<file path="config.mk">
export PLATFORM = sky130hd
export DESIGN_NAME = serial_adder
export DESIGN_NICKNAME = d
export VERILOG_FILES = /design/src/rtl/alu_pkg.sv /design/src/rtl/full_adder.sv /design/src/rtl/serial_adder.sv
export SDC_FILE = /design/constraint.sdc
export NUM_CORES = 1
export LEC_CHECK = 0
export CAP_MARGIN = 10
export CORE_MARGIN = 4
export CORE_UTILIZATION = 25
export CTS_CLUSTER_SIZE = 12
export DETAILED_ROUTE_END_ITERATION = 7
export GPL_TIMING_DRIVEN = 0
export HOLD_SLACK_MARGIN = 0.08
export PLACE_DENSITY_LB_ADDON = 0.2
export SYNTH_ARGS = -nofsm -noshare
export SYNTH_HDL_FRONTEND = slang
export SYNTH_SLANG_ARGS = --single-unit
</file>
<file path="constraint.sdc">
create_clock -name clk -period 2.9 [get_ports clk]
set_input_delay 0.29 -clock clk [delete_from_list [all_inputs] [get_ports clk]]
set_output_delay 0.29 -clock clk [all_outputs]
set_load 0.05 [all_outputs]
</file>
<file path="src/rtl/alu_pkg.sv">
// Shared definitions for the bit-serial adder: FSM state encoding and default width.
// Latency: n/a (types and constants only).
// Backpressure: n/a.
package alu_pkg;

   localparam int DEFAULT_WIDTH = 64;

   typedef enum logic [1:0] {
      IDLE = 2'd0,
      RUN  = 2'd1,
      DONE = 2'd2
   } state_t;

endpackage : alu_pkg

</file>
<file path="src/rtl/full_adder.sv">
// One-bit full adder; the only arithmetic element in the serial datapath.
// Latency: combinational.
// Backpressure: none.
module full_adder (
   input  logic a,
   input  logic b,
   input  logic cin,
   output logic sum,
   output logic cout
);

   assign sum  = a ^ b ^ cin;
   assign cout = (a & b) | (a & cin) | (b & cin);

endmodule : full_adder

</file>
<file path="src/rtl/serial_adder.sv">
// Bit-serial add/subtract with LEGv8 N/Z/V/C flags, one bit per cycle LSB first.
// Latency: WIDTH cycles from acceptance to result_valid.
// Backpressure: result held in DONE until result_ready; start_ready only in IDLE.
module serial_adder
   import alu_pkg::*;
#(
   parameter int WIDTH = DEFAULT_WIDTH
) (
   input  logic             clk,
   input  logic             reset_n,
   input  logic             start_valid,
   output logic             start_ready,
   input  logic [WIDTH-1:0] A_in,
   input  logic [WIDTH-1:0] B_in,
   input  logic             subtract,
   output logic             result_valid,
   input  logic             result_ready,
   output logic [WIDTH-1:0] result,
   output logic             negative,
   output logic             zero,
   output logic             overflow,
   output logic             carry_out
);

   localparam int CNT_W = $clog2(WIDTH);
   localparam logic [CNT_W-1:0] LAST_CNT = CNT_W'(WIDTH - 1);

   state_t           state_q, state_d;
   logic [WIDTH-1:0] a_q, a_d;
   logic [WIDTH-1:0] b_q, b_d;
   logic [WIDTH-1:0] res_q, res_d;
   logic             carry_q, carry_d;
   logic [CNT_W-1:0] cnt_q, cnt_d;
   logic             neg_q, neg_d;
   logic             zero_q, zero_d;
   logic             ovf_q, ovf_d;
   logic             cout_q, cout_d;
   logic             start_ready_q, start_ready_d;
   logic             result_valid_q, result_valid_d;

   logic             fa_sum;
   logic             fa_cout;

   // Single adder cell: current LSBs of the operand shift registers plus running carry.
   full_adder u_fa (
      .a    (a_q[0]),
      .b    (b_q[0]),
      .cin  (carry_q),
      .sum  (fa_sum),
      .cout (fa_cout)
   );

   // Next-state, datapath shifting and flag capture.
   always_comb begin
      state_d        = state_q;
      a_d            = a_q;
      b_d            = b_q;
      res_d          = res_q;
      carry_d        = carry_q;
      cnt_d          = cnt_q;
      neg_d          = neg_q;
      zero_d         = zero_q;
      ovf_d          = ovf_q;
      cout_d         = cout_q;

      case (state_q)
         IDLE: begin
            // Subtraction is A + ~B + 1: invert B and seed the carry with 1.
            if (start_valid) begin
               a_d     = A_in;
               b_d     = subtract ? ~B_in : B_in;
               carry_d = subtract;
               cnt_d   = '0;
               state_d = RUN;
            end
         end
         RUN: begin
            a_d     = {1'b0, a_q[WIDTH-1:1]};
            b_d     = {1'b0, b_q[WIDTH-1:1]};
            res_d   = {fa_sum, res_q[WIDTH-1:1]};
            carry_d = fa_cout;
            cnt_d   = cnt_q + CNT_W'(1);
            if (cnt_q == LAST_CNT) begin
               // carry_q here is the carry into the MSB; fa_cout is the carry out of it.
               neg_d   = fa_sum;
               zero_d  = (res_d == '0);
               ovf_d   = carry_q ^ fa_cout;
               cout_d  = fa_cout;
               state_d = DONE;
            end
         end
         DONE: begin
            if (result_ready) begin
               state_d = IDLE;
            end
         end
         default: begin
            state_d = IDLE;
         end
      endcase

      start_ready_d  = (state_d == IDLE);
      result_valid_d = (state_d == DONE);
   end

   // State and datapath registers; synchronous reset wins over any handshake.
   always_ff @(posedge clk) begin
      if (!reset_n) begin
         state_q        <= IDLE;
         a_q            <= '0;
         b_q            <= '0;
         res_q          <= '0;
         carry_q        <= 1'b0;
         cnt_q          <= '0;
         neg_q          <= 1'b0;
         zero_q         <= 1'b0;
         ovf_q          <= 1'b0;
         cout_q         <= 1'b0;
         start_ready_q  <= 1'b1;
         result_valid_q <= 1'b0;
      end else begin
         state_q        <= state_d;
         a_q            <= a_d;
         b_q            <= b_d;
         res_q          <= res_d;
         carry_q        <= carry_d;
         cnt_q          <= cnt_d;
         neg_q          <= neg_d;
         zero_q         <= zero_d;
         ovf_q          <= ovf_d;
         cout_q         <= cout_d;
         start_ready_q  <= start_ready_d;
         result_valid_q <= result_valid_d;
      end
   end

   assign start_ready  = start_ready_q;
   assign result_valid = result_valid_q;
   assign result       = res_q;
   assign negative     = neg_q;
   assign zero         = zero_q;
   assign overflow     = ovf_q;
   assign carry_out    = cout_q;

endmodule : serial_adder

</file>
==> flow_summary.yaml <==
worst_setup_path:
  r2r_slack_ns: 0.64
  crit_cells: 6
  r2r-start: "carry_q"
  reg2reg_to: "zero"
  crit_chain: "inv_1 -> fa_1 -> nor4b_2 -> nand4_1 -> or4_1 -> a21oi_1"
  ff2ff_path_depth: 6
  startpoint: "carry_q"
  path_max_fanout: 3
  cp.arrival_ns: 2.72
  critPathLaunchType: "register"
  crit_path_top_delay_cell: "fa_1"
  path_class: "register to register"
  cp_data_required_time_ns: 3.36
  end_kind: "register"
  max_stage_delay_ns: 0.63
  path_buf_inv: 1
  critPathCapture: "zero"
  critical_path.top_delay_family: "simple AND/OR/NAND/NOR gates"
floorplanning:
  initial_utilization_pct: 25.2
  die_height_um: 194
  core_um2: 34500
  fp.dieW_um: 194
  io_pins: 203
  fp-row-count: 68
  die-area_um2: 37800
logic_synthesis:
  async_flop_share_pct: 0
  syn-num-nets: 1089
  synth_cells: 954
  ys_seq_elements: 207
  synth_edf_count: 0
  yosys_warnings: 0
  yosysUniqueCellTypes: 38
  yosysSeqAreaShare_pct: 47.7
  ys.flop_type: "dfxtp_1"
  syn_avg_cell_area_um2: 9.11
  synth_top_area_cell: "dfxtp_1"
  synth_area_um2: 8690
  synth_area_leaders: "dfxtp_1, a222oi_1, xor2_1"
  synth_top_cell_area_share_pct: 47.7
finish:
  num-fill-cells: 3593
  syn2layout_area_growth_pct: 40.1
  fin_nets: 1317
  drive_gt1_share_pct: 7.00
  post-route-util_pct: 35.3
grt:
  grt_max_degree: 13
  first_global_vias: 7665
  track_usage_pct: 13.8
  grt_first_pass_wirelength_um: 43200
  antenna_found_initial: 2
  globalRoute.totalOverflow: 0
sta:
  setup_violations: 0
  fin_crit_ns: 2.26
  finalMaxSlewViolations: 0
  fin_crit_sh_pct: 77.9
  grt_setup_unrepaired: "false"
  tns_ns: 0
  clock.fmax_ghz: 0.443
  clock_skew_ns: 0.00807
  slew_headroom_pct: 58.6
  finalHoldViolCount: 0
  worst_slew_pin_slew_ns: 0.620
routing:
  first_pass_iters: 8
  viasPerCell: 4.75
  drt_iter0_drc: 509
  num_vias: 7873
  wl_um: 27600
  wl_per_cell_um: 16.6
  ant_nets: 0
  drc: 0
power_and_ir_drop:
  p_per_area_nw_per_um2: 607
  p_int_mw: 5.60
  comb_power_share_pct: 12.0
  irDropWorstVdd_mv: 0.413
  p_sw_mw: 1.79
  netSwitchingFraction_pct: 24.3
  seq_power_share_pct: 41.7
  leakagePower_nw: 4.31
  clkPwrFrac_pct: 46.4
clock_network:
  clock-sinks: 207
  cts-root-buf: "clkbuf_16"
  cts.reportedPaths.clkPinSlew_ns: 0.06
  cts_made_buffers: 26
  clk_latency_ns: 0.53
  cts-resized-gates: 0
  cts_hold_buf: 0
  clk_path_buf_depth: 3
  htree_levels: 1
  cts_tree: "yes"
  cts_setup_buffers: 0
place:
  post-dp-hpwl_um: 19500
  io_buffers: 200
  place_congestion: 0.755
status:
  status: "finished, final reports clean"
run:
  cap_violations: 0
hold_path:
  hp-class: "input port to register"
[how the worst min path moves through the flow]
stage               startpoint         end  slack, ns  depth (start not counted)
floorplan             A_in[63]     a_q[63]       0.46                          2
global placement     result[0]   result[0]       0.46                          2
detailed placement   result[0]   result[0]       0.47                          2
CTS                   subtract      b_q[4]       0.37                          4
global route           reset_n  result[27]       0.38                          3
finish                 reset_n  result[52]       0.37                          3
[stage by stage]
stage | area [um2] | setup WS (ns) | power (mW) | hold WS (ns) | instances
2_1_floorplan | 8690 | 0.970 | 3.65 | 0.461 | 954
3_5_place_dp | 11300 | 0.594 | 4.03 | 0.466 | 1609
5_1_grt | 12200 | 0.447 | 7.72 | 0.382 | 1655
6_report | 12200 | 0.640 | 7.39 | 0.368 | 1656
3_3_place_gp | 11300 | 0.595 | 4.03 | 0.463 | 1609
4_1_cts | 12200 | 0.557 | 7.53 | 0.366 | 1655
[power groups by stage]
stage | Combinational (mW) | Clock [mW] | Sequential, mW
finish | 0.884 | 3.43 | 3.08
floorplan | 0.521 | 0 | 3.13
global placement | 0.892 | 0 | 3.14
global route | 0.984 | 3.64 | 3.09
detailed placement | 0.894 | 0 | 3.14
CTS | 0.898 | 3.55 | 3.08
[synth_stat cells, drive strengths merged, types with 5 or more instances]
master,n
dfxtp,207
nand2,140
nor2b,68
o21ai,67
a21oi,66
xor2,64
a21boi,63
a222oi,63
o22ai,63
buf,47
clkbuf,47
nor4,16
nand4,6
inv,5
[layout by cell type, fill, tap and decap left out, types with 2 or more instances in the layout]
cell / netlist / final
dfxtp_1: 207 / 207
clkdlybuf4s50_1: 0 / 200
nand2_1: 140 / 140
nor2b_1: 68 / 68
o21ai_0: 67 / 67
a21oi_1: 66 / 66
xor2_1: 64 / 64
o22ai_1: 63 / 63
a222oi_1: 63 / 63
a21boi_1: 58 / 58
clkbuf_1: 47 / 51
buf_2: 32 / 32
clkbuf_16: 0 / 27
nor4_1: 15 / 15
buf_1: 9 / 9
clkbuf_8: 0 / 8
nand4_1: 6 / 6
buf_6: 5 / 5
a21boi_0: 5 / 5
inv_1: 4 / 4
mux2i_1: 4 / 4
and2_1: 4 / 4
nor2_1: 3 / 3
a22oi_1: 3 / 3
o211a_1: 3 / 3
clkinv_2: 0 / 3
bufinv_16: 0 / 3
and3_1: 2 / 2
o21a_1: 2 / 2
[sequential cells by signal, summed over array words and instances, names as in the netlist]
| name | count |
|---|---|
| a_q | 64 |
| b_q | 64 |
| result | 64 |
| cnt_q | 6 |
| state_q | 2 |
| carry_out | 1 |
| carry_q | 1 |
| negative | 1 |
| overflow | 1 |
| result_valid | 1 |
| start_ready | 1 |
| zero | 1 |
[worst min-delay path: stages]
cell and delay [ns]:
buf_2 0.17, clkbuf_1 0.22, a21boi_1 0.17
[cell families after synthesis]
group,Yosys count,synth area share [%]
compound gates,333,26.0
xor+xnor,65,6.55
fa+ha+maj,2,0.374
buf+inv,99,5.21
flops,207,47.7
mux,4,0.461
simple gates,244,13.8
[metal layers]
| metal | vias up | part of all wire [%] | track usage, % |
|---|---|---|---|
| met5 | - | 0.076 | 0 |
| met4 | 4 | 2.0 | 3.20 |
| met3 | 40 | 6.3 | 3.45 |
| met2 | 184 | 45 | 21.9 |
| met1 | 3705 | 46 | 18.9 |
| li1 | 3940 | - | - |
[area by class of cell]
type	count	area, um2	area share (%)
antenna	1	2.50	0.0205
buffer	94	434	3.56
clock buffer	39	801	6.57
clock inverter	7	113	0.925
inverter	5	18.8	0.154
multi-input combinational	648	4100	33.6
sequential	207	4140	34.0
tap	455	569	4.67
timing repair buffer	200	2000	16.4
No activity file was read; power rests on OpenSTA's default activity.
